===== src/rtl/rotary_pkg.sv =====
// rotary_pkg
//   Shared definitions for the rotary encoder decoder.
//   - Gray state constants for the filtered {A,B} contact pair.
//   - Direction encoding produced by the transition decoder.
//   - decodeStep(): maps a {previous, current} filtered pair to a direction or illegal.
package rotary_pkg;

  localparam logic [1:0] S00 = 2'b00;
  localparam logic [1:0] S01 = 2'b01;
  localparam logic [1:0] S11 = 2'b11;
  localparam logic [1:0] S10 = 2'b10;

  typedef enum logic [1:0] {
    DIR_NONE    = 2'd0,
    DIR_LEFT    = 2'd1,
    DIR_RIGHT   = 2'd2,
    DIR_ILLEGAL = 2'd3
  } rotaryDir_t;

  // Successor of a state when turning right: 00 -> 10 -> 11 -> 01 -> 00.
  function automatic logic [1:0] nextRight(input logic [1:0] s);
    case (s)
      S00:     nextRight = S10;
      S10:     nextRight = S11;
      S11:     nextRight = S01;
      default: nextRight = S00;
    endcase
  endfunction

  // A left move is a right move seen backwards; anything that is neither
  // (both bits flipped) is illegal.
  function automatic rotaryDir_t decodeStep(input logic [1:0] prev, input logic [1:0] cur);
    if (cur == prev)                 return DIR_NONE;
    else if (cur == nextRight(prev)) return DIR_RIGHT;
    else if (prev == nextRight(cur)) return DIR_LEFT;
    else                             return DIR_ILLEGAL;
  endfunction

endpackage


===== src/rtl/rotary_debounce.sv =====
// rotary_debounce
//   One encoder contact: two-flop synchroniser followed by a debounce filter.
//   The filtered value follows the synchronised input only after it has
//   differed for DEBOUNCE_CYCLES consecutive sampled cycles.
// Ports:
//   clock    in   system clock, rising edge
//   reset    in   asynchronous active-low reset
//   rawIn    in   raw contact, asynchronous to clock
//   filtered out  debounced contact value
module rotary_debounce
  import rotary_pkg::*;
#(
  parameter int DEBOUNCE_CYCLES = 4
) (
  input  logic clock,
  input  logic reset,
  input  logic rawIn,
  output logic filtered
);

  localparam int CW = (DEBOUNCE_CYCLES > 1) ? $clog2(DEBOUNCE_CYCLES) : 1;
  localparam logic [CW-1:0] LAST = CW'(DEBOUNCE_CYCLES - 1);

  logic          syncMeta;
  logic          syncOut;
  logic [CW-1:0] count;

  always_ff @(posedge clock or negedge reset) begin
    if (!reset) begin
      syncMeta <= 1'b0;
      syncOut  <= 1'b0;
      filtered <= 1'b0;
      count    <= '0;
    end else begin
      syncMeta <= rawIn;
      syncOut  <= syncMeta;
      if (syncOut == filtered) begin
        count <= '0;
      end else if (count == LAST) begin
        // Differed for DEBOUNCE_CYCLES samples in a row (this one included).
        filtered <= syncOut;
        count    <= '0;
      end else begin
        count <= count + CW'(1);
      end
    end
  end

endmodule


===== src/rtl/rotary_decoder.sv =====
// rotary_decoder
//   Quadrature decoder for a mechanical rotary encoder: synchronises and
//   debounces both contacts, decodes the Gray sequence into a sub-step
//   accumulator, emits one-cycle left/right pulses every STEPS_PER_DETENT
//   transitions and keeps a wrapping or saturating position counter.
// Ports:
//   clock        in   system clock, rising edge
//   reset        in   asynchronous active-low reset
//   rotary[1:0]  in   raw contacts {A,B}
//   clear        in   synchronous clear of position and accumulator
//   rotary_left  out  one-cycle pulse per left step
//   rotary_right out  one-cycle pulse per right step
//   error        out  one-cycle pulse when both filtered bits change together
//   position     out  unsigned step count (right +1, left -1)
module rotary_decoder
  import rotary_pkg::*;
#(
  parameter int DEBOUNCE_CYCLES  = 4,
  parameter int STEPS_PER_DETENT = 4,
  parameter int COUNT_WIDTH      = 8,
  parameter int WRAP             = 1
) (
  input  logic                   clock,
  input  logic                   reset,
  input  logic [1:0]             rotary,
  input  logic                   clear,
  output logic                   rotary_left,
  output logic                   rotary_right,
  output logic                   error,
  output logic [COUNT_WIDTH-1:0] position
);

  localparam logic signed [3:0] ACC_TOP = 4'(STEPS_PER_DETENT);
  localparam logic signed [3:0] ACC_BOT = 4'(-STEPS_PER_DETENT);

  logic [1:0]        filt;
  logic [1:0]        prevFilt;
  logic signed [3:0] accum;
  logic signed [3:0] accNext;
  rotaryDir_t        dir;

  rotary_debounce #(.DEBOUNCE_CYCLES(DEBOUNCE_CYCLES)) debounceA (
    .clock    (clock),
    .reset    (reset),
    .rawIn    (rotary[1]),
    .filtered (filt[1])
  );

  rotary_debounce #(.DEBOUNCE_CYCLES(DEBOUNCE_CYCLES)) debounceB (
    .clock    (clock),
    .reset    (reset),
    .rawIn    (rotary[0]),
    .filtered (filt[0])
  );

  assign dir = decodeStep(prevFilt, filt);

  // Reversal mid-detent walks the accumulator back, so a half-turn and
  // return never reaches either threshold.
  always_comb begin
    accNext = accum;
    if (dir == DIR_RIGHT)     accNext = accum + 4'sd1;
    else if (dir == DIR_LEFT) accNext = accum - 4'sd1;
  end

  always_ff @(posedge clock or negedge reset) begin
    if (!reset) begin
      prevFilt     <= S00;
      accum        <= '0;
      position     <= '0;
      rotary_left  <= 1'b0;
      rotary_right <= 1'b0;
      error        <= 1'b0;
    end else begin
      prevFilt     <= filt;
      error        <= (dir == DIR_ILLEGAL);
      rotary_left  <= 1'b0;
      rotary_right <= 1'b0;
      accum        <= accNext;
      if (accNext == ACC_TOP) begin
        rotary_right <= 1'b1;
        accum        <= '0;
        if (WRAP != 0 || position != '1) position <= position + COUNT_WIDTH'(1);
      end else if (accNext == ACC_BOT) begin
        rotary_left <= 1'b1;
        accum       <= '0;
        if (WRAP != 0 || position != '0) position <= position - COUNT_WIDTH'(1);
      end
      // Clear overrides the count but leaves any pulse above intact.
      if (clear) begin
        position <= '0;
        accum    <= '0;
      end
    end
  end

endmodule


===== config.mk =====
export PLATFORM = sky130hd
export DESIGN_NAME = rotary_decoder
export DESIGN_NICKNAME = d
export VERILOG_FILES = /design/src/rtl/rotary_pkg.sv /design/src/rtl/rotary_debounce.sv /design/src/rtl/rotary_decoder.sv
export SDC_FILE = /design/constraint.sdc
export NUM_CORES = 1
export LEC_CHECK = 0
export ABC_AREA = 1
export CORE_UTILIZATION = 29
export CTS_BUF_LIST = sky130_fd_sc_hd__clkbuf_8
export DETAILED_ROUTE_END_ITERATION = 10
export SKIP_LAST_GASP = 1
export SLEW_MARGIN = 20
export SYNTH_ARGS = -nofsm -noshare
export SYNTH_HDL_FRONTEND = slang
export SYNTH_SLANG_ARGS = --single-unit
export TNS_END_PERCENT = 20

===== constraint.sdc =====
create_clock -name clock -period 2.3 [get_ports clock]
set_clock_uncertainty 0.05 [all_clocks]
set_input_delay 0.69 -clock clock [delete_from_list [all_inputs] [get_ports clock]]
set_output_delay 0.69 -clock clock [all_outputs]
set_load 0.1 [all_outputs]

After elaboration in Yosys (flattened, before gate mapping)
Index checks and enable logic that the tools add are counted.

storage, ports and cells
  register bits after elaboration = 27
  logic and storage cells = 66

operators by class
  $add $sub $neg = 6
  equality and inequality tests = 16
  mux-type cells = 23
  bitwise gates (word level) = 2
  reductions and logical operators = 5

operators by type and width
  operator               number
  $mux W8                3
  $mux W2                10
  $mux W4                5
  $eq A2 B2 Y1 const B   8
  $pmux W2 S3            2
  $add A8 B1 Y8 const B  1
  $sub A8 B1 Y8 const B  1
  $eq A2 B2 Y1           3
  $add A2 B1 Y2 const B  2
  $add A4 B2 Y4 const B  1
  $eq A4 B3 Y1 const B   1
  $eq A4 B4 Y1 const B   1
  $logic_not A2 Y1       2
  $reduce_and A2 Y1      2
  $sub A4 B2 Y4 const B  1
  $mux W1                3
  $reduce_bool A3 Y1     1
  $eq A1 B1 Y1           2
  $eq A2 B1 Y1 const B   1
  $not A1 Y1             2

Longest topological paths before layout
Gate-level depths: netlist of the first run.

  depth in word-level cells = 17
  gate-level depth with buffers = 23

Hierarchy
From an unflattened synthesis of the first run, not the netlist that was laid out.

second synthesis, totals
  cells, all modules = 187
  area total of the unflattened synthesis = 1,587.8 µm²

modules (own cells, without submodules)
  module           instances  cells an instance  area an instance (µm²)
  rotary_decoder   1          153                1,222.4
  rotary_debounce  2          17                 182.7

Least setup slack after synthesis of the first run
No wires, ideal clock.

  path type = register -> register
  start = register accum[0]
  end = register position[6]
  library setup time = 0.120 ns
  data arrival time = 2.364 ns
  slack = -0.234 ns
  stages on the path, launching flop included = 21
  buffers on the path = 0
  clock period less this slack = 2.534 ns
  cell sequence = dfrtp_1 -> inv_1 -> ha_1 -> inv_1 -> nand2_1 -> nand2_1 -> nand3_1 -> nand2_1 -> nand2_1 -> nand2_2 -> nor2_2 -> nand2_2 -> inv_1 -> fa_1 -> o31ai_1 -> nand2_1 -> nand2_1 -> a21oi_1 -> xnor2_1 -> nand2_1 -> nand2_1

between the ends
  cells in the longest elaborated chain, start to end = 6

ends and longest elaborated chain
  element                 line                  source
  from (decl)             rotary_decoder.sv:38  logic signed [3:0] accum;
  from (signal assigned)  rotary_decoder.sv:79  accum <= accNext;
  $sub A4 B2 Y4           rotary_decoder.sv:63  else if (dir == DIR_LEFT) accNext = accum - 4'sd1;
  $mux W4                 rotary_decoder.sv:63
  $mux W4 (*)             rotary_decoder.sv:62  if (dir == DIR_RIGHT) accNext = accum + 4'sd1;
  $eq A4 B4 Y1            rotary_decoder.sv:80  if (accNext == ACC_TOP) begin
  $mux W8                 rotary_decoder.sv:80
  $mux W8                 rotary_decoder.sv:90  if (clear) begin
  to (signal assigned)    rotary_decoder.sv:83  if (WRAP != 0 || position != '1) position <= position + COUNT_WIDTH'(1);
  to (signal assigned)    rotary_decoder.sv:87  if (WRAP != 0 || position != '0) position <= position - COUNT_WIDTH'(1);
  to (decl)               rotary_decoder.sv:30  output logic [COUNT_WIDTH-1:0] position

Every way passes the cells marked *; elsewhere a longest branch is shown, timed or not.
A chain may end at the register's enable or synchronous reset.

Worst setup path in the final report of the first run
  start = register accum[1]
  end = register position[6]

The elaborated chain is that of the path after synthesis.

==> flow_summary_export.csv, run 1 <==
group,metric,value,unit
run_status,status,"finished, violations left",
floorplanning,die-width,74.7,um
clock_tree,cts_tree,"yes",
power_and_ir_drop,vdd_ir_drop_max,0.714,mV
routing,route.detailed.drc,0,
run,cap_viol_max_count,0,
critical_path,r2r-end,"position[6]",
critical_path,worst-r2r-cell-count,20,
layout,post-route-util,42.8,%
global_routing,antenna_found_initial,0,
power_and_ir_drop,swShare,47.5,%
logic_synthesis,synth-seq-area-share,44.1,%
timing,finalMaxSlewViolations,0,
global_routing,grt_overflow,0,
global_routing,grt.busiest_layer,"met2",
floorplanning,start_util,30.0,%
timing,max_freq,403,MHz
place,io_buffers,15,
clock_tree,cts_root_buf,"clkbuf_8",
place,pre_cts_ws,-0.243,ns
power_and_ir_drop,power_density,1640,nW/um^2
timing,setup_violations,4,
timing,grt_setup_unrepaired,"true",
floorplanning,pin_count,16,
floorplanning,core_area,5110,um^2
routing,drt_first_pass_iters,4,
clock_tree,clk_pin_slew_worst_paths,0.10,ns
critical_path,crit_end,"position[6]",
routing,drt-initial-drc-count,23,
timing,worst_pin_slew,0.450,ns
global_routing,grt_pass1_vias,1262,
timing,period_needed,2.48,ns
logic_synthesis,yosys_warnings,0,
clock_tree,cts_hold_buf,0,
timing,min_period_over_period,108,%
critical_path,startpoint,"accum[1]",
global_routing,gr-usage-met2,20.6,%
critical_path,rrSetupSlack,-0.18,ns
layout,layout.nets,245,
clock_tree,clk_path_buf_depth,2,
timing,setup_tns,-0.534,ns
place,place_congestion,0.822,
critical_path,r2r_start,"accum[1]",
logic_synthesis,async_flop_share,100,%
clock_tree,cts_max_level,1,
logic_synthesis,synth_cell_types,24,
logic_synthesis,ys_ff_latch,27,
routing,drtAntennaViolNets,0,
routing,wl_per_cell,10.1,um
logic_synthesis,synthCells,179,
timing,layout_setup_ws,-0.179,ns
critical_path,arrival,2.60,ns
global_routing,grt_max_degree,28,
logic_synthesis,synth_area,1530,um^2
min_path,hold_class,"reg -> reg",
layout,layout_commonest_cell,"nand2_1",
timing,hold_violations,0,
routing,routed-via-count,1265,
routing,drt_wl_total,3.00,mm
critical_path,cp_data_required_time,2.42,ns
timing,whs,0.308,ns
clock_tree,clock_sinks,27,
floorplanning,dieHeight,74.7,um
critical_path,worstSetupStartpointType,"register",
logic_synthesis,synth.avg_cell_area,8.56,um^2
global_routing,use_met3,1.20,%
critical_path,crit_type,"reg -> reg",
logic_synthesis,synth_edf_count,0,
logic_synthesis,synth_ff_type,"dfrtp_1",
critical_path,critPathCaptureType,"register",
layout,area.growth.synth_to_final,42.5,%
power_and_ir_drop,power_leakage,0.00112,uW
layout,drive_gt1_share,38.6,%
power_and_ir_drop,comb_power_share,72.1,%
global_routing,grt_first_pass_wirelength,5.32,mm
run_status,violations,"setup timing",
floorplanning,rows,26,
clock_tree,cts_buffers,3,
global_routing,grt.met1_usage,16.1,%
layout,layout.cells.non_filler,298,
timing,slew_headroom,69.9,%
power_and_ir_drop,power_switching,1700,uW
critical_path,crit_fanout,6,
logic_synthesis,syn_nets,195,
layout,layout_common_cells,"50 x nand2_1, 35 x buf_4, 26 x dfrtp_1",
layout,n_fill_cell,504,
floorplanning,die_area,5580,um^2
power_and_ir_drop,seq_power_share,20.0,%
power_and_ir_drop,pwr-share-clk,7.9,%
clock_tree,clock_latency,0.27,ns
global_routing,grt_usage,12.2,%
routing,viasPerCell,4.24,
place,dp_hpwl,2.33,mm
power_and_ir_drop,p_int,1880,uW
layout,diodes,0,
place,dp.cells,290,
-- timing repair --
item                                    in CTS  in global routing
resized for setup                            2                  1
pin swaps                                    7                  2
setup buffers                                2                  2
endpoints found under the setup margin       6                  7
endpoints found under the hold margin        0                  0
-- synthesized netlist by cell type, types with 2 or more instances --
master   number  area share [%]
inv_1        20             4.9
ha_1         10             8.2
inv_2         6             1.5
nor2_4        2             1.5
nor2_1        6             1.5
nor3_1        3            0.98
o21ai_2       3             1.7
o21ai_0       2            0.65
nand3_1      13             4.2
nand2_4       3             2.2
nand2_1      51              12
xnor2_1       5             2.9
dfrtp_1      27              44
nand2_2      10             4.1
o31ai_1       3             1.5
a21oi_1       7             2.3
-- worst min-delay path by stage --
stage | from | end | slack (ns) | cells past startpoint
2_1_floorplan | debounceA.syncMeta | debounceA.syncOut | 0.28 | 0
3_3_place_gp | debounceA.syncMeta | debounceA.syncOut | 0.28 | 0
3_5_place_dp | debounceA.syncMeta | debounceA.syncOut | 0.29 | 0
4_1_cts | debounceA.syncMeta | debounceA.syncOut | 0.31 | 0
5_1_grt | debounceB.syncMeta | debounceB.syncOut | 0.33 | 0
6_report | debounceB.syncMeta | debounceB.syncOut | 0.31 | 0
-- sequential cells by signal, summed over array words and instances, names as in the netlist --
name / count
prevFilt: 2
accum: 4
debounceA.filtered: 1
debounceA.syncMeta: 1
rotary_left: 1
rotary_right: 1
debounceB.filtered: 1
error: 1
debounceA.count: 2
debounceB.count: 2
position: 8
debounceB.syncOut: 1
debounceB.syncMeta: 1
debounceA.syncOut: 1
-- cell families (layout without fill, tap and decap cells) --
kind of cell / after synthesis / in the layout / synth area share (%)
and+or+nand+nor: 93 / 93 / 30.0
adders and majority gates: 11 / 11 / 9.47
AOI/OAI and AO/OA: 16 / 16 / 6.69
DFF: 27 / 27 / 44.1
xor gates and xnor gates: 6 / 6 / 3.43
buffers and inverters: 26 / 75 / 6.37
-- metrics by stage --
stage	area, um^2	total power [uW]
after global placement	2090	3180
after floorplan	1610	2390
final	2180	3570
after detailed placement	2090	3220
after global routing	2180	3910
after CTS	2170	3590
-- critical path: stages (launching register included) --
cell and delay (ns):
dfrtp_1 0.43, inv_2 0.10, ha_4 0.13, inv_1 0.03, nand2_1 0.05, nand2_1 0.06, nand3_1 0.08, nand2_1 0.05
nand2_1 0.06, nand2_2 0.07, nor2_4 0.11, nand2_4 0.11, ha_4 0.30, inv_2 0.05, o31ai_4 0.24, nand2_1 0.09
nand2_1 0.08, a21oi_2 0.06, xnor2_1 0.12, nand2_1 0.05, nand2_1 0.04
-- power groups by stage --
stage	logic (uW)	clock network, uW	registers, uW
after floorplan	1440	0	949
after global placement	2460	0	726
after detailed placement	2490	0	727
after CTS	2570	297	718
after global routing	2870	315	728
final	2580	283	716
-- layout make-up --
cell class | count | area, um^2 | share of cell area, %
repair buffers | 45 | 423 | 19.4
multi-input cells | 126 | 850 | 38.9
clock inverters | 1 | 8.76 | 0.401
flip-flops and latches | 27 | 677 | 31.0
clock buffers | 3 | 41.3 | 1.89
inverters | 26 | 97.6 | 4.47
well taps | 70 | 87.6 | 4.01
-- layer usage --
metal | share of wire, % | up-vias
li1 | - | 666
met1 | 51 | 584
met2 | 46 | 11
met3 | 1.5 | 4
met4 | 1.8 | 0
met5 | 0 | -
Note: power is estimated with default switching activity, not from simulation.
==> run 2: changes to the inputs <==
--- a/config.mk
+++ b/config.mk
@@ -6,9 +6,11 @@
 export NUM_CORES = 1
 export LEC_CHECK = 0
 export ABC_AREA = 1
+export CORE_MARGIN = 4
 export CORE_UTILIZATION = 29
 export CTS_BUF_LIST = sky130_fd_sc_hd__clkbuf_8
 export DETAILED_ROUTE_END_ITERATION = 10
+export MAX_ROUTING_LAYER = met4
 export SKIP_LAST_GASP = 1
 export SLEW_MARGIN = 20
 export SYNTH_ARGS = -nofsm -noshare
==> run 2 against run 1 <==
The flow still finishes with violations (setup timing). Fmax is 3.6% lower. Count of clock-buffer cells in the layout stayed put. Critical path depth is 1 lower. Global-route usage decreased by 0.58 points. Hold slack lost 0.0031 ns. Utilization is 2.0 points higher. Sequential share of layout area shrank 1.3 points. Critical endpoint is now position[4]. Non-clock buffer count rose by 8.
==> flow_summary_export.csv, run 2 (synthesized netlist as in run 1, its figures left out) <==
group,metric,value,unit
clock_tree,clock_sinks,27,
routing,drt-initial-drc-count,26,
floorplanning,die_area,6510,um^2
routing,route.detailed.drc,0,
run,cap_viol_max_count,0,
layout,diodes,0,
global_routing,grt_first_pass_wirelength,5.89,mm
clock_tree,cts_hold_buf,0,
critical_path,crit_fanout,6,
timing,setup_violations,6,
global_routing,antenna_found_initial,0,
layout,layout.nets,253,
clock_tree,cts_buffers,3,
timing,finalMaxSlewViolations,0,
routing,drtAntennaViolNets,0,
critical_path,worstSetupStartpointType,"register",
timing,grt_setup_unrepaired,"true",
floorplanning,start_util,30.0,%
routing,drt_wl_total,3.29,mm
critical_path,startpoint,"accum[1]",
floorplanning,dieHeight,80.7,um
layout,largest-register,"position",
floorplanning,core_area,5110,um^2
min_path,hp-start,"debounceB.syncMeta",
min_path,hold_path_depth,0,
global_routing,grt_max_degree,28,
routing,drt_first_pass_iters,4,
timing,min_period_over_period,112,%
timing,max_freq,389,MHz
run_status,status,"finished, violations left",
layout,top_regs,"position x8, accum x4",
layout,layout.cells.non_filler,306,
run_status,violations,"setup timing",
timing,worst_pin_slew,0.430,ns
routing,routed-via-count,1290,
critical_path,r2r_start,"accum[1]",
timing,slew_headroom,71.3,%
timing,period_needed,2.57,ns
min_path,hold_class,"reg -> reg",
global_routing,grt_overflow,0,
timing,hold_violations,0,
layout,layout_commonest_cell,"nand2_1",
place,pre_cts_ws,-0.251,ns
floorplanning,die-width,80.7,um
critical_path,cp_data_required_time,2.43,ns
clock_tree,clock_latency,0.28,ns
floorplanning,pin_count,16,
timing,layout_setup_ws,-0.271,ns
layout,area.growth.synth_to_final,49.1,%
place,place_congestion,0.791,
floorplanning,rows,26,
layout,layout_common_cells,"45 x nand2_1, 43 x buf_4, 25 x dfrtp_1",
layout,drive_gt1_share,44.9,%
clock_tree,cts_tree,"yes",
routing,wl_per_cell,10.7,um
global_routing,grt_pass1_vias,1361,
place,dp_hpwl,2.33,mm
critical_path,crit_type,"reg -> reg",
critical_path,rrSetupSlack,-0.27,ns
clock_tree,clk_path_buf_depth,2,
routing,viasPerCell,4.22,
critical_path,critPathCaptureType,"register",
place,io_buffers,15,
clock_tree,cts_max_level,1,
clock_tree,clk_pin_slew_worst_paths,0.11,ns
layout,n_fill_cell,497,
layout,largest_reg_flops,8,
critical_path,worst-r2r-cell-count,19,
critical_path,arrival,2.70,ns
global_routing,grt_usage,11.6,%
place,dp.cells,289,
clock_tree,cts_root_buf,"clkbuf_8",
==> run 2: final timing paths <==
check / end
max in group asynchronous: debounceA.filtered
worst max-delay path: position[4]
min in group asynchronous: position[4]
worst min register to register: debounceB.syncOut
worst min-delay path: debounceB.syncOut
worst max register to register: position[4]
==> run 2: per-stage QoR <==
stage	hold slack (ns)	cell area (um^2)	utilization [%]	TNS [ns]
5_1_grt	0.315	2290	44.8	-2.30
3_3_place_gp	0.282	2080	40.7	-0.591
4_1_cts	0.308	2180	42.7	-0.876
3_5_place_dp	0.285	2080	40.7	-0.770
2_1_floorplan	0.281	1610	-	-0.118
6_report	0.305	2290	44.8	-1.18
==> run 2: final cells by class <==
class	count	area [um^2]	area share [%]
multi-input combinational	126	887	38.8
clock buffer	3	41.3	1.81
inverter	26	100	4.38
tap	70	87.6	3.83
clock inverter	1	8.76	0.383
timing repair buffer	53	483	21.1
sequential	27	678	29.7
==> run 2: repair_timing <==
| item | in CTS | in global routing |
|---|---|---|
| setup buffers | 5 | 8 |
| pin swaps | 15 | 18 |
| setup endpoints to repair | 6 | 7 |
| resized for setup | 4 | 13 |
==> run 2: metal layers <==
layer,vias up,global-route usage [%],wire (um)
met5,-,-,0
met4,0,5.07,40
met3,2,1.01,47
met2,13,19.7,1750
met1,597,14.2,1450
li1,678,-,-
==> run 2: worst max-delay path, cell delays in order (launching register included) <==
cell,delay (ns)
dfrtp_1,0.43
inv_2,0.08
ha_4,0.16
inv_1,0.04
nand2_1,0.04
nand2_1,0.07
nand3_1,0.06
nand2_1,0.06
nand2_1,0.05
nand2_2,0.10
nor2_4,0.05
nand2_4,0.14
inv_4,0.05
fa_2,0.37
o31ai_4,0.24
nand2_1,0.11
buf_4,0.14
buf_4,0.12
nand2_1,0.07
o21ai_2,0.05
Power of run 2 is not shown: default switching activity piles up to over one toggle a cycle in this logic, so the estimate is an artifact.
